`src/rtl/multi_consumer_pkg.sv`:
```
// Shared constants and the shadow-pipeline entry type for the multi_consumer
// delay-line datapath and the scheduler that feeds it.
package multi_consumer_pkg;

    localparam int DATA_W    = 16;
    localparam int ID_W      = 2;
    localparam int MAX_DEPTH = 7;
    localparam int NUM_TAPS  = 4;

    // Datapath tap depths, bit order of tap_valid / tap_id.
    localparam int TAP_DEPTHS [NUM_TAPS] = '{1, 2, 4, 7};

    typedef struct packed {
        logic            valid;
        logic [ID_W-1:0] id;
    } shadow_entry_t;

endpackage

```
`src/rtl/multi_consumer_sched_rr_arbiter.sv`:
```
// Round-robin arbiter: one-hot grant searching from the pointer upward, with
// the pointer moving just past the winner only when a grant is issued.
module rr_arbiter #(
    parameter int NUM_REQ = 4,
    parameter int IDX_W   = $clog2(NUM_REQ)
) (
    input  logic               clock,
    input  logic               rst,
    input  logic               en,
    input  logic [NUM_REQ-1:0] req,
    output logic [NUM_REQ-1:0] grant,
    output logic [IDX_W-1:0]   grant_idx,
    output logic               grant_any
);

    logic [IDX_W-1:0] ptr_q, ptr_d;
    logic [IDX_W-1:0] idx;

    always_comb begin
        grant     = '0;
        grant_idx = '0;
        grant_any = 1'b0;
        idx       = '0;
        for (int i = 0; i < NUM_REQ; i++) begin
            idx = IDX_W'((int'(ptr_q) + i) % NUM_REQ);
            if (en && !grant_any && req[idx]) begin
                grant[idx] = 1'b1;
                grant_idx  = idx;
                grant_any  = 1'b1;
            end
        end
        ptr_d = ptr_q;
        if (grant_any) begin
            ptr_d = (int'(grant_idx) == NUM_REQ - 1) ? '0 : grant_idx + 1'b1;
        end
    end

    always_ff @(posedge clock) begin
        if (rst) begin
            ptr_q <= '0;
        end else begin
            ptr_q <= ptr_d;
        end
    end

endmodule

```
`src/rtl/multi_consumer_sched.sv`:
```
// Round-robin front end for the multi_consumer datapath: registers one granted
// word per cycle onto d_in and tracks owner/valid of every tapped word.
module multi_consumer_sched #(
    parameter int NUM_REQ   = 4,
    parameter int DATA_W    = multi_consumer_pkg::DATA_W,
    parameter int ID_W      = multi_consumer_pkg::ID_W,
    parameter int MAX_DEPTH = multi_consumer_pkg::MAX_DEPTH
) (
    input  logic                      clock,
    input  logic                      rst,
    input  logic [NUM_REQ-1:0]        req_valid,
    input  logic [NUM_REQ*DATA_W-1:0] req_data,
    output logic [NUM_REQ-1:0]        req_ready,
    input  logic                      hold,
    output logic [DATA_W-1:0]         d_in,
    output logic                      d_in_valid,
    output logic [3:0]                tap_valid,
    output logic [4*ID_W-1:0]         tap_id,
    output logic                      busy,
    output logic                      drained
);
    import multi_consumer_pkg::*;

    // Handshake: requester i transfers when req_valid[i] && req_ready[i] at a
    // rising edge; req_ready looks at req_valid, so valid must not wait on ready.
    logic [NUM_REQ-1:0] grant;
    logic [ID_W-1:0]    grant_idx;
    logic               grant_any;
    logic               arb_en;

    assign arb_en    = !hold && !rst;
    assign req_ready = grant;

    rr_arbiter #(
        .NUM_REQ (NUM_REQ),
        .IDX_W   (ID_W)
    ) u_arb (
        .clock     (clock),
        .rst       (rst),
        .en        (arb_en),
        .req       (req_valid),
        .grant     (grant),
        .grant_idx (grant_idx),
        .grant_any (grant_any)
    );

    logic [DATA_W-1:0] d_in_q, d_in_d;
    logic              d_in_valid_q, d_in_valid_d;
    logic [ID_W-1:0]   issue_id_q, issue_id_d;
    shadow_entry_t     shadow_q [MAX_DEPTH];
    shadow_entry_t     shadow_d [MAX_DEPTH];
    logic              busy_prev_q, busy_prev_d;

    always_comb begin
        d_in_d       = '0;
        d_in_valid_d = grant_any;
        issue_id_d   = grant_any ? grant_idx : '0;
        for (int i = 0; i < NUM_REQ; i++) begin
            if (grant[i]) d_in_d = req_data[i*DATA_W +: DATA_W];
        end
        // The datapath never stalls, so the shadow line shifts every cycle.
        shadow_d[0] = '{valid: d_in_valid_q, id: issue_id_q};
        for (int i = 1; i < MAX_DEPTH; i++) begin
            shadow_d[i] = shadow_q[i-1];
        end
        busy = d_in_valid_q;
        for (int i = 0; i < MAX_DEPTH; i++) begin
            busy = busy | shadow_q[i].valid;
        end
        busy_prev_d = busy;
    end

    always_comb begin
        tap_valid = '0;
        tap_id    = '0;
        for (int k = 0; k < NUM_TAPS; k++) begin
            tap_valid[k]           = shadow_q[TAP_DEPTHS[k]-1].valid;
            tap_id[k*ID_W +: ID_W] = shadow_q[TAP_DEPTHS[k]-1].id;
        end
    end

    always_ff @(posedge clock) begin
        if (rst) begin
            d_in_q       <= '0;
            d_in_valid_q <= 1'b0;
            issue_id_q   <= '0;
            busy_prev_q  <= 1'b0;
            for (int i = 0; i < MAX_DEPTH; i++) shadow_q[i] <= '0;
        end else begin
            d_in_q       <= d_in_d;
            d_in_valid_q <= d_in_valid_d;
            issue_id_q   <= issue_id_d;
            busy_prev_q  <= busy_prev_d;
            for (int i = 0; i < MAX_DEPTH; i++) shadow_q[i] <= shadow_d[i];
        end
    end

    assign d_in       = d_in_q;
    assign d_in_valid = d_in_valid_q;
    assign drained    = busy_prev_q && !busy;

endmodule
```
`config.mk`:
```
export PLATFORM = sky130hd
export DESIGN_NAME = multi_consumer_sched
export DESIGN_NICKNAME = d
export VERILOG_FILES = /design/src/rtl/multi_consumer_pkg.sv /design/src/rtl/multi_consumer_sched_rr_arbiter.sv /design/src/rtl/multi_consumer_sched.sv
export SDC_FILE = /design/constraint.sdc
export NUM_CORES = 1
export LEC_CHECK = 0
export CORE_ASPECT_RATIO = 0.75
export CORE_MARGIN = 2
export CORE_UTILIZATION = 46
export DETAILED_ROUTE_END_ITERATION = 8
export PLACE_DENSITY_LB_ADDON = 0.12
export SLEW_MARGIN = 20
export SYNTH_ARGS = -nofsm -noshare
export SYNTH_HDL_FRONTEND = slang
export SYNTH_SLANG_ARGS = --single-unit
export TNS_END_PERCENT = 10
```
`constraint.sdc`:
```
create_clock -name clock -period 9.2 [get_ports clock]
set_input_delay 1.38 -clock clock [delete_from_list [all_inputs] [get_ports clock]]
set_output_delay 1.38 -clock clock [all_outputs]
set_load 0.05 [all_outputs]
```
After elaboration in Yosys (flattened, before gate mapping) --
Memory sizes are Yosys's and may differ from the RTL's. Index checks and enable logic that the tools add are counted.
Operators by class: $add $sub $neg 4, $lt $le $gt $ge 8, equality and inequality tests 1, muxes and demuxes 43, bitwise gates (word level) 18, reductions and logical operators 20
Operators by type and width (count):
- $mux W16 | 4
- $mux W3 | 7
- $mux W4 | 4
- $mux W1 | 15
- $or A1 B1 Y1 | 14
- $logic_and A1 B1 Y1 | 13
- $lt A2 B3 Y1 const B | 4
- $or A4 B4 Y4 | 3
- $mux W2 | 5
- $bmux W1 S2 | 4
- $demux W1 S2 | 4
- $ge A2 B1 Y1 const B | 4
- $logic_not A1 Y1 | 6
- $add A2 B1 Y2 const B | 2
- $add A2 B2 Y2 const B | 2
- $eq A2 B1 Y1 const B | 1
- $reduce_or A2 Y1 | 1
- $not A1 Y1 | 1
Storage, ports and cells: register bits 22, RAM bits 21, input bits 71, output and inout port bits 35, logic and storage cells 100, memories kept 1
Memories:
- shadow_q | depth 7, width 3, rd ports 7, clocked after Yosys merged registers in 0, wr ports 7, line multi_consumer_sched.sv:50 | shadow_entry_t shadow_q [MAX_DEPTH];

Longest topological paths before layout --
Gate-level depths: netlist of the first run.
word-level depth 20, mapped depth 13, gate-level depth less buffers 10

Modules after synthesis --
A second synthesis of the first run with hierarchy kept.
Unflattened totals: cell total of the unflattened synthesis 228, area total of the unflattened synthesis 2280.9 sq um
By module, submodules not included:
- multi_consumer_sched | instances 1, cells each 164, area each 1697.9 sq um, sequential area each 820.8 sq um
- rr_arbiter | instances 1, cells each 64, area each 583.1 sq um, sequential area each 40.0 sq um

Worst setup path before layout of the first run --
Ideal clock, no wire load.
kind input-to-output, start point in req_valid[3], end point out req_ready[0], arrival time 3.152 ns, data required time 7.820 ns, setup slack 4.668 ns, stages 4, path buffers 1, cell sequence mux4_2 -> mux2i_1 -> a31oi_1 -> clkbuf_1
Between the ends: word-level cells in the longest chain between the ends 16, elaborated cells between the ends (all ways) 28, those cells by class mux: 15; bitwise: 3; reduce/logical: 10
Ends and longest elaborated chain:
- start, declared | line multi_consumer_sched.sv:11 | input logic [NUM_REQ-1:0] req_valid,
- $bmux W1 S2 | line multi_consumer_sched_rr_arbiter.sv:26 | if (en && !grant_any && req[idx]) begin
- $mux W1 (not written as such) | line multi_consumer_sched_rr_arbiter.sv:26
- $logic_and A1 B1 Y1 | line multi_consumer_sched_rr_arbiter.sv:26
- $mux W1 | line multi_consumer_sched_rr_arbiter.sv:26
- $logic_not A1 Y1 | line multi_consumer_sched_rr_arbiter.sv:26
- $logic_and A1 B1 Y1 (2 in series) | line multi_consumer_sched_rr_arbiter.sv:26
- $mux W1 | line multi_consumer_sched_rr_arbiter.sv:26
- $logic_not A1 Y1 | line multi_consumer_sched_rr_arbiter.sv:26
- $logic_and A1 B1 Y1 (2 in series) | line multi_consumer_sched_rr_arbiter.sv:26
- $mux W1 | line multi_consumer_sched_rr_arbiter.sv:26
- $logic_not A1 Y1 | line multi_consumer_sched_rr_arbiter.sv:26
- $logic_and A1 B1 Y1 (2 in series) | line multi_consumer_sched_rr_arbiter.sv:26
- $mux W4 (*) | line multi_consumer_sched_rr_arbiter.sv:26
- end, declared | line multi_consumer_sched.sv:13 | output logic [NUM_REQ-1:0] req_ready,
Mark *: on every way between the ends. The rest lies on a longest branch, timed or not. The select of a mux whose other input is x is not followed.

Worst setup path after layout of the first run --
start point in req_valid[3], end point out req_ready[1]
Same word-level chain as after synthesis.

==> results.txt, run 1 <==
routed wire length - 6580 microns
Root Buffer - clkbuf_8
Post-DP HPWL - 4730 microns
most frequent cells in the layout - 105 x clkdlybuf4s50_1, 43 x dfxtp_1, 25 x nor2b_1
Avg Cell Area, Syn - 9.23 sq um
Slew Viols, Final - 0
drt first pass iters - 4
Mapped Area - 2460 sq um
hold crit path type - reg -> reg
Global Route met1 Usage - 31.9%
Non-Filler Instances - 428
CP endpoint kind - primary output
routing usage on met3 - 5.38%
Final Hold Fails - 0
fin util - 67.7%
total grt overflow - 0
Total GRT Usage - 22.2%
pin count of the biggest net entering global routing - 43
CP Depth - 7
Layout area overhead - 44.6%
CP peak stage delay - 0.88 ns
CTS Buf Count - 5
slew of the pin with the lowest slew margin - 0.763 ns
H-tree depth - 2
vias per cell - 5.50
post-synth top area cell - dfxtp_1
Die Ht - 67.4 microns
Std-Cell Rows - 23
Port Buffer Count - 105
Post-CTS Setup Repair Bufs - 0
FF+latch count, synth - 43
final net count - 430
register area share after synthesis - 34.9%
most common cell after layout, fill and taps aside - clkdlybuf4s50_1
Worst Path Arrival - 4.60 ns
Max Fclk - 0.167 GHz
DR vias - 2352
GR peak layer - met2
max cap viols - 0
final period utilization - 65.1%
Mapped Cells - 267
Clk pin slew, worst setup/hold paths - 0.09 ns
WL/cell - 15.4 microns
post-route DRC violation count - 0
Ports - 106
outcome - finished clean
Top Family by Delay on Critical Path - buffers and inverters
vias in the first global route - 2130
Synth area leaders - dfxtp_1 35%, a311o_1 6.5%, nor2b_1 6.3%
EDFF count, synth - 0
Final Skew - 0.00469 ns
critical path's slowest cell - clkdlybuf4s50_1
global-route wire length before repair - 10300 microns
worst path bufs/invs - 3
placed insts - 420
Post-CTS Resized - 0
GP Congestion - 0.832
Primary FF master, synth - dfxtp_1
Worst Path Required - 7.82 ns
M2 GR Usage - 32.9%
Clock Path Buffers - 2
WS Path Type - in -> out
type of origin of the critical path - input pin
clk_lat worst skew - 0.30 ns
CTS tree - done
max_slew headroom - 49.0%
area share of the largest cell type after synthesis - 34.9%
Min Clock Period, post-route - 5.98 ns
synth unique cells - 43
Yosys warning count - 0
share of layout cells above drive strength 1 - 9.63%
Leakage - 1.35 nW
most numerous cell on the critical path - clkdlybuf4s50_1
syn nets - 345
Core Area - 5270 sq um
remaining antenna violation count after routing - 0
initial drt markers - 122
Sum Neg Setup Slack - 0 ns
Async SR Flop Fraction - 0%
final setup fails - 0
Max rail drop VDD - 60.8 uV
Initial Util - 46.8%
worst-path cell chain - clkdlybuf4s50_1, mux4_2, nor3b_4, nand2_1, o211a_1, inv_2, clkdlybuf4s50_1
crit path max fanout - 17
die area - 5960 sq um
Num Clock Sinks - 43
initial antenna violation count - 0
R2R depth - 8
worst hold stages - 1
Die X - 88.5 microns
hold buffers post-CTS - 0
power per cell area - 131 nW/um^2
worst hold slack - 0.445 ns
ant diodes - 0
RSZ-0062 raised after global routing - no
path summary, 6_finish.rpt:
path                   from        endpoint  slack (ns)
max            req_valid[3]    req_ready[1]        3.22
min          shadow_q[1][1]  shadow_q[1][4]        0.44
min reg2reg  shadow_q[1][1]  shadow_q[1][4]        0.44
max reg2reg  u_arb.ptr_q[0]         d_in[5]        5.17
kinds of logic after synthesis:
| logic type | after synthesis | synth area share (%) |
|---|---|---|
| AOI/OAI and AO/OA | 82 | 27.6 |
| adders and majority gates | 7 | 3.55 |
| buffers and inverters | 53 | 11.0 |
| DFF | 43 | 34.9 |
| muxes | 9 | 5.74 |
| and+or+nand+nor | 73 | 17.2 |
cell type report:
class | count | area [sq um]
timing repair buffer | 108 | 1070
inverter | 23 | 86.3
tap | 75 | 93.8
multi-input combinational | 171 | 1350
clock inverter | 3 | 26.3
fill | 436 | 1700
sequential | 43 | 861
clock buffer | 5 | 68.8
Yosys cell counts, drive strengths merged (2+ instances only):
master / number
a2111oi: 16
a21oi: 20
a311o: 16
a31oi: 20
a32oi: 2
and2: 2
and3: 2
buf: 20
clkbuf: 10
dfxtp: 43
ha: 7
inv: 23
mux2i: 4
mux4: 4
nand2: 8
nand3: 20
nand4: 2
nor2: 6
nor2b: 25
o21bai: 2
or4: 2
layer usage:
metal	vias up	share of wire, %
met5	-	0
li1	1154	-
met2	93	44
met1	1092	47
met3	13	6.9
met4	0	2.2
power by group:
group	leakage (nW)	total (W)	switching [W]	internal, W
Clock	0.0495	0.000131	0.0000745	0.0000565
Combinational	0.948	0.000137	0.0000720	0.0000650
Sequential	0.349	0.000199	0.00000424	0.000194
through the flow:
step	total power (W)	cell area (sq um)	setup WS, ns
final	0.000467	3560	3.22
after global routing	0.000490	3560	3.02
after CTS	0.000471	3560	3.25
after detailed placement	0.000339	3470	3.24
after global placement	0.000339	3470	3.28
after floorplan	0.000284	2460	4.67
sequential cells by signal, indices dropped and copies added, names as in the netlist:
signal	cells
busy_prev_q	1
issue_id_q	2
d_in	16
u_arb.ptr_q	2
d_in_valid	1
shadow_q	21
Note: power is estimated with default switching activity, not from simulation.
==> run 2, diff against run 1 <==
- CORE_UTILIZATION: 46 -> 43
- clock period: 9.2 -> 5.95 ns (I/O delays scaled with it)
==> results.txt, run 2 (synthesis gave the netlist of run 1 again) <==
H-tree depth - 2 (unchanged)
Max rail drop VDD - 90.3 uV (+49%)
Slew Viols, Final - 0 (unchanged)
P_int - 0.000488 W (+54%)
slew of the pin with the lowest slew margin - 0.753 ns (-0.0100 ns)
Biggest register - shadow_q
CTS Buf Count - 5 (unchanged)
initial drt markers - 118 (-3.3%)
Die Ht - 69.6 microns (+3.2%)
Core Area - 5440 sq um (+3.3%)
max_slew headroom - 49.7% (+0.70 points)
crit path max fanout - 33 (+16)
register area - 861 sq um (unchanged)
Placed Area - 3470 sq um (about the same)
RSZ-0062 raised after global routing - no
Die X - 91.4 microns (+3.3%)
most common cell after layout, fill and taps aside - clkdlybuf4s50_1
Sum Neg Setup Slack - 0 ns (unchanged)
worst hold slack - 0.443 ns (-0.00231 ns)
GP Congestion - 0.897 (+7.8%)
Pwr Total - 0.000724 W (+55%)
Post-CTS Resized - 0 (unchanged)
Clk pin slew, worst setup/hold paths - 0.10 ns (about the same)
Min Clock Period, post-route - 4.86 ns
Ports - 106 (unchanged)
placed insts - 421 (+0.24%)
WL/cell - 16.2 microns (+5.1%)
Total GRT Usage - 22.1% (-0.075 points)
final period utilization - 81.7%
total grt overflow - 0 (unchanged)
Reg power frac - 42.4% (-0.2 points)
CP peak stage delay - 0.89 ns (about the same)
Root Buffer - clkbuf_8
Worst Path Arrival - 3.97 ns (-0.63 ns)
Leakage - 1.35 nW (+0.57%)
DR vias - 2348 (-0.17%)
ant diodes - 0 (unchanged)
post-route DRC violation count - 0 (unchanged)
critical path's slowest cell - clkdlybuf4s50_1
clk_lat worst skew - 0.30 ns (about the same)
power per cell area - 203 nW/um^2 (+55%)
Worst Path Required - 5.06 ns (-2.76 ns)
vias per cell - 5.47 (-0.40%)
WS Path Type - reg -> out
Num Clock Sinks - 43 (unchanged)
Fill cells - 443 (+1.6%)
Layout area overhead - 44.7% (about the same)
final net count - 431 (+0.23%)
max reg flops - 21 (unchanged)
Max Fclk - 0.206 GHz
type of origin of the critical path - register
global-route wire length before repair - 11300 microns (+9.9%)
share of layout cells above drive strength 1 - 10.5% (+0.82 points)
vias in the first global route - 2234 (+4.9%)
area of the multi-input gates - 1350 sq um (unchanged)
pin count of the biggest net entering global routing - 43 (unchanged)
final setup fails - 0 (unchanged)
worst-path cell chain - inv_1, ha_1, mux2i_1, a32o_1, a32oi_1, a31oi_4, buf_4, clkdlybuf4s50_1
routed wire length - 6930 microns (+5.3%)
remaining antenna violation count after routing - 0 (unchanged)
most frequent cells in the layout - 103 x clkdlybuf4s50_1, 43 x dfxtp_1, 25 x nor2b_1
Final Hold Fails - 0 (unchanged)
drt first pass iters - 5 (+1)
Initial Util - 45.3% (-1.5 points)
clock share of power - 28.2% (about the same)
CTS tree - done
Clock Path Buffers - 2 (unchanged)
switch share - 32.7% (+0.35 points)
max cap viols - 0 (unchanged)
CP endpoint kind - primary output
Post-CTS Setup Repair Bufs - 0 (unchanged)
Final Skew - 0.00988 ns (+0.00518 ns)
Non-Filler Instances - 429 (+0.23%)
initial antenna violation count - 0 (unchanged)
Port Buffer Count - 105 (unchanged)
die area - 6360 sq um (+6.6%)
P_sw - 0.000236 W (+57%)
Post-DP HPWL - 4880 microns (+3.0%)
outcome - finished clean
hold crit path type - reg -> reg
final instance area - 3570 sq um (about the same)
Std-Cell Rows - 23 (unchanged)
hold buffers post-CTS - 0 (unchanged)
combinational fraction of design power - 29.4% (about the same)
-- run 2: cell types whose count changed in the layout (fill, tap and decap cells not counted) --
cell	before	now
clkdlybuf4s50_1	105	103
buf_4	3	6
inv_6	3	2
clkinv_4	0	1
-- run 2: area by class of cell --
cell class | instances | area share (%)
repair buffers | 109 | 30.2
clock inverters | 3 | 0.737
inverters | 23 | 2.42
well taps | 75 | 2.63
clock buffers | 5 | 1.93
multi-input cells | 171 | 38.0
flip-flops and latches | 43 | 24.1
-- run 2: critical path, delay by kind of cell (launching register included) --
kind | cells | cell delay (ns)
buffers and inverters | 3 | 1.49
DFF | 1 | 0.68
AOI/OAI and AO/OA | 3 | 0.67
adders and majority gates | 1 | 0.50
muxes | 1 | 0.31
-- run 2: power groups by stage --
stage          Sequential [W]  Clock (W)  Combinational, W
2_1_floorplan        0.000341          0         0.0000974
6_report             0.000307   0.000204          0.000213
5_1_grt              0.000309   0.000223          0.000226
4_1_cts              0.000307   0.000209          0.000213
3_5_place_dp         0.000314          0          0.000212
3_3_place_gp         0.000313          0          0.000211
-- run 2: routing by layer --
| metal | wire length (microns) | global-route usage, % | share of wire (%) | up-vias |
|---|---|---|---|---|
| met5 | 0 | 0 | 0 | - |
| met4 | 82 | 6.06 | 1.2 | 0 |
| met3 | 501 | 4.89 | 7.2 | 8 |
| met2 | 3000 | 32.5 | 43 | 101 |
| met1 | 3340 | 32.4 | 48 | 1080 |
| li1 | - | - | - | 1159 |
-- run 2: metrics by stage --
| step | utilization [%] | setup slack (ns) |
|---|---|---|
| 6_report | 65.6 | 1.09 |
| 4_1_cts | 65.6 | 1.10 |
| 3_5_place_dp | 63.8 | 1.36 |
| 2_1_floorplan | - | 2.25 |
| 3_3_place_gp | 63.8 | 1.40 |
| 5_1_grt | 65.6 | 0.835 |
-- run 2: final timing paths --
path	slack (ns)	start	to	cells after the start
worst min register to register	0.44	shadow_q[2][0]	shadow_q[2][3]	1
worst max register to register	2.02	u_arb.ptr_q[0]	d_in[7]	9
worst max-delay path	1.09	u_arb.ptr_q[0]	req_ready[2]	8
worst min-delay path	0.44	shadow_q[2][0]	shadow_q[2][3]	1
==> run 3, diff against run 2 <==
- clock period: 5.95 -> 5.1 ns (I/O delays scaled with it)
==> results.txt, run 3 (synthesis gave the netlist of run 1 again) <==
H-tree depth - 2 (unchanged)
routed wire length - 6740 microns (-2.7%)
Total GRT Usage - 22.5% (+0.37 points)
WL/cell - 15.7 microns (-2.9%)
initial antenna violation count - 0 (unchanged)
worst reg2reg setup slack - 1.20 ns (-0.82 ns)
slew of the pin with the lowest slew margin - 0.708 ns (-0.0454 ns)
Max Fclk - 0.227 GHz
Reg power frac - 42.6% (+0.2 points)
hold crit path type - reg -> reg
global-route wire length before repair - 11500 microns (+1.8%)
reg2reg start - u_arb.ptr_q[0]
post-route DRC violation count - 0 (unchanged)
vias in the first global route - 2321 (+3.9%)
share of layout cells above drive strength 1 - 11.3% (+0.82 points)
Final Skew - 0.00688 ns (-0.00300 ns)
Die X - 91.4 microns (unchanged)
final period utilization - 86.5%
GP Congestion - 0.910 (+1.5%)
Port Buffer Count - 105 (unchanged)
WS Path Type - reg -> out
initial drt markers - 142 (+20%)
M2 GR Usage - 32.9% (+0.41 points)
R2R depth - 9 (unchanged)
most frequent cells in the layout - 101 x clkdlybuf4s50_1, 43 x dfxtp_1, 25 x nor2b_1
Clk pin slew, worst setup/hold paths - 0.08 ns (-0.02 ns)
Final Hold Fails - 0 (unchanged)
clk_lat worst skew - 0.30 ns (about the same)
routing usage on met3 - 5.98% (+1.1 points)
worst min-delay path endpoint - shadow_q[0][1]
most common cell after layout, fill and taps aside - clkdlybuf4s50_1
Post-CTS Resized - 0 (unchanged)
combinational fraction of design power - 30.0% (+0.6 points)
Worst Path Arrival - 3.65 ns (-0.32 ns)
P_sw - 0.000270 W (+14%)
Slew Viols, Final - 0 (unchanged)
CP endpoint kind - primary output
Biggest register - shadow_q
Initial Util - 45.3% (unchanged)
Global Route met1 Usage - 32.2% (-0.22 points)
Worst Path Required - 4.34 ns (-0.72 ns)
final setup fails - 0 (unchanged)
hold buffers post-CTS - 0 (unchanged)
placed insts - 422 (+0.24%)
max_slew headroom - 52.7% (+3.0 points)
final net count - 432 (+0.23%)
Die Ht - 69.6 microns (unchanged)
vias per cell - 5.49 (+0.28%)
CTS Buf Count - 5 (unchanged)
Non-Filler Instances - 430 (+0.23%)
Layout area overhead - 46.9%
r2r endpoint - d_in[7]
Post-DP HPWL - 4940 microns (+1.4%)
DR vias - 2360 (+0.51%)
Post-CTS Setup Repair Bufs - 0 (unchanged)
Root Buffer - clkbuf_8
Ports - 106 (unchanged)
hold path startpoint - issue_id_q[1]
Max rail drop VDD - 103 uV (+14%)
Sum Neg Setup Slack - 0 ns (unchanged)
Leakage - 1.37 nW (+1.4%)
clock share of power - 27.4% (-0.8 points)
total grt overflow - 0 (unchanged)
CTS tree - done
die area - 6360 sq um (unchanged)
pin count of the biggest net entering global routing - 42 (-2.3%)
ant diodes - 0 (unchanged)
P_int - 0.000572 W (+17%)
Std-Cell Rows - 23 (unchanged)
worst hold stages - 1 (unchanged)
switch share - 32.0% (-0.63 points)
Min Clock Period, post-route - 4.41 ns
Num Clock Sinks - 43 (unchanged)
max reg flops - 21 (unchanged)
remaining antenna violation count after routing - 0 (unchanged)
GR peak layer - met2
power per cell area - 233 nW/um^2 (+15%)
max cap viols - 0 (unchanged)
Core Area - 5440 sq um (unchanged)
Clock Path Buffers - 2 (unchanged)
type of origin of the critical path - register
crit path max fanout - 17 (-48%)
outcome - finished clean
RSZ-0062 raised after global routing - no
drt first pass iters - 5 (unchanged)
==> run 3: cell count changes in the layout (fill, tap and decap cells not counted) <==
cell / delta
buf_12: +4
clkdlybuf4s50_1: -2
buf_4: -1
==> run 3: worst max path at each step <==
stage / from / end / slack [ns] / cells past startpoint
floorplan: u_arb.ptr_q[0] / req_ready[0] / 1.52 / 9
global placement: req_valid[2] / req_ready[1] / 1.04 / 7
detailed placement: req_valid[3] / req_ready[1] / 0.96 / 7
CTS: u_arb.ptr_q[0] / req_ready[1] / 0.66 / 8
global route: u_arb.ptr_q[0] / req_ready[1] / 0.41 / 8
finish: u_arb.ptr_q[0] / req_ready[1] / 0.69 / 8
==> run 3: metrics by stage <==
step / total power, W / area (sq um) / util [%] / hold WS (ns) / setup WS, ns
finish: 0.000842 / 3620 / 66.5 / 0.441 / 0.689
global route: 0.000889 / 3620 / 66.5 / 0.455 / 0.409
CTS: 0.000850 / 3620 / 66.5 / 0.442 / 0.655
detailed placement: 0.000618 / 3520 / 64.8 / 0.424 / 0.962
global placement: 0.000617 / 3520 / 64.8 / 0.416 / 1.04
floorplan: 0.000512 / 2460 / - / 0.414 / 1.52
==> run 3: routing by layer <==
layer,vias up,routed length (microns)
met5,-,0
met1,1085,3250
li1,1160,-
met2,103,2870
met3,12,506
met4,0,114
==> run 3: worst max-delay path, cell delays in order (launching register included) <==
cell and delay, ns:
dfxtp_1 0.67, inv_1 0.23, ha_1 0.51, mux4_2 0.58, nor3b_4 0.20, nand2_1 0.08, o211a_1 0.51, inv_2 0.32
buf_12 0.24
==> run 3: layout make-up <==
| type | instances | area, sq um |
|---|---|---|
| clock inverter | 3 | 26.3 |
| sequential | 43 | 861 |
| multi-input combinational | 171 | 1350 |
| fill | 422 | 1820 |
| inverter | 23 | 86.3 |
| clock buffer | 5 | 68.8 |
| tap | 75 | 93.8 |
| timing repair buffer | 110 | 1130 |
==> run 3: power by group through the flow <==
stage,Sequential [W],Clock [W],Combinational [W]
after global routing,0.000361,0.000259,0.000270
after global placement,0.000366,0,0.000250
after floorplan,0.000398,0,0.000114
after CTS,0.000359,0.000239,0.000252
final,0.000358,0.000231,0.000253
after detailed placement,0.000366,0,0.000251
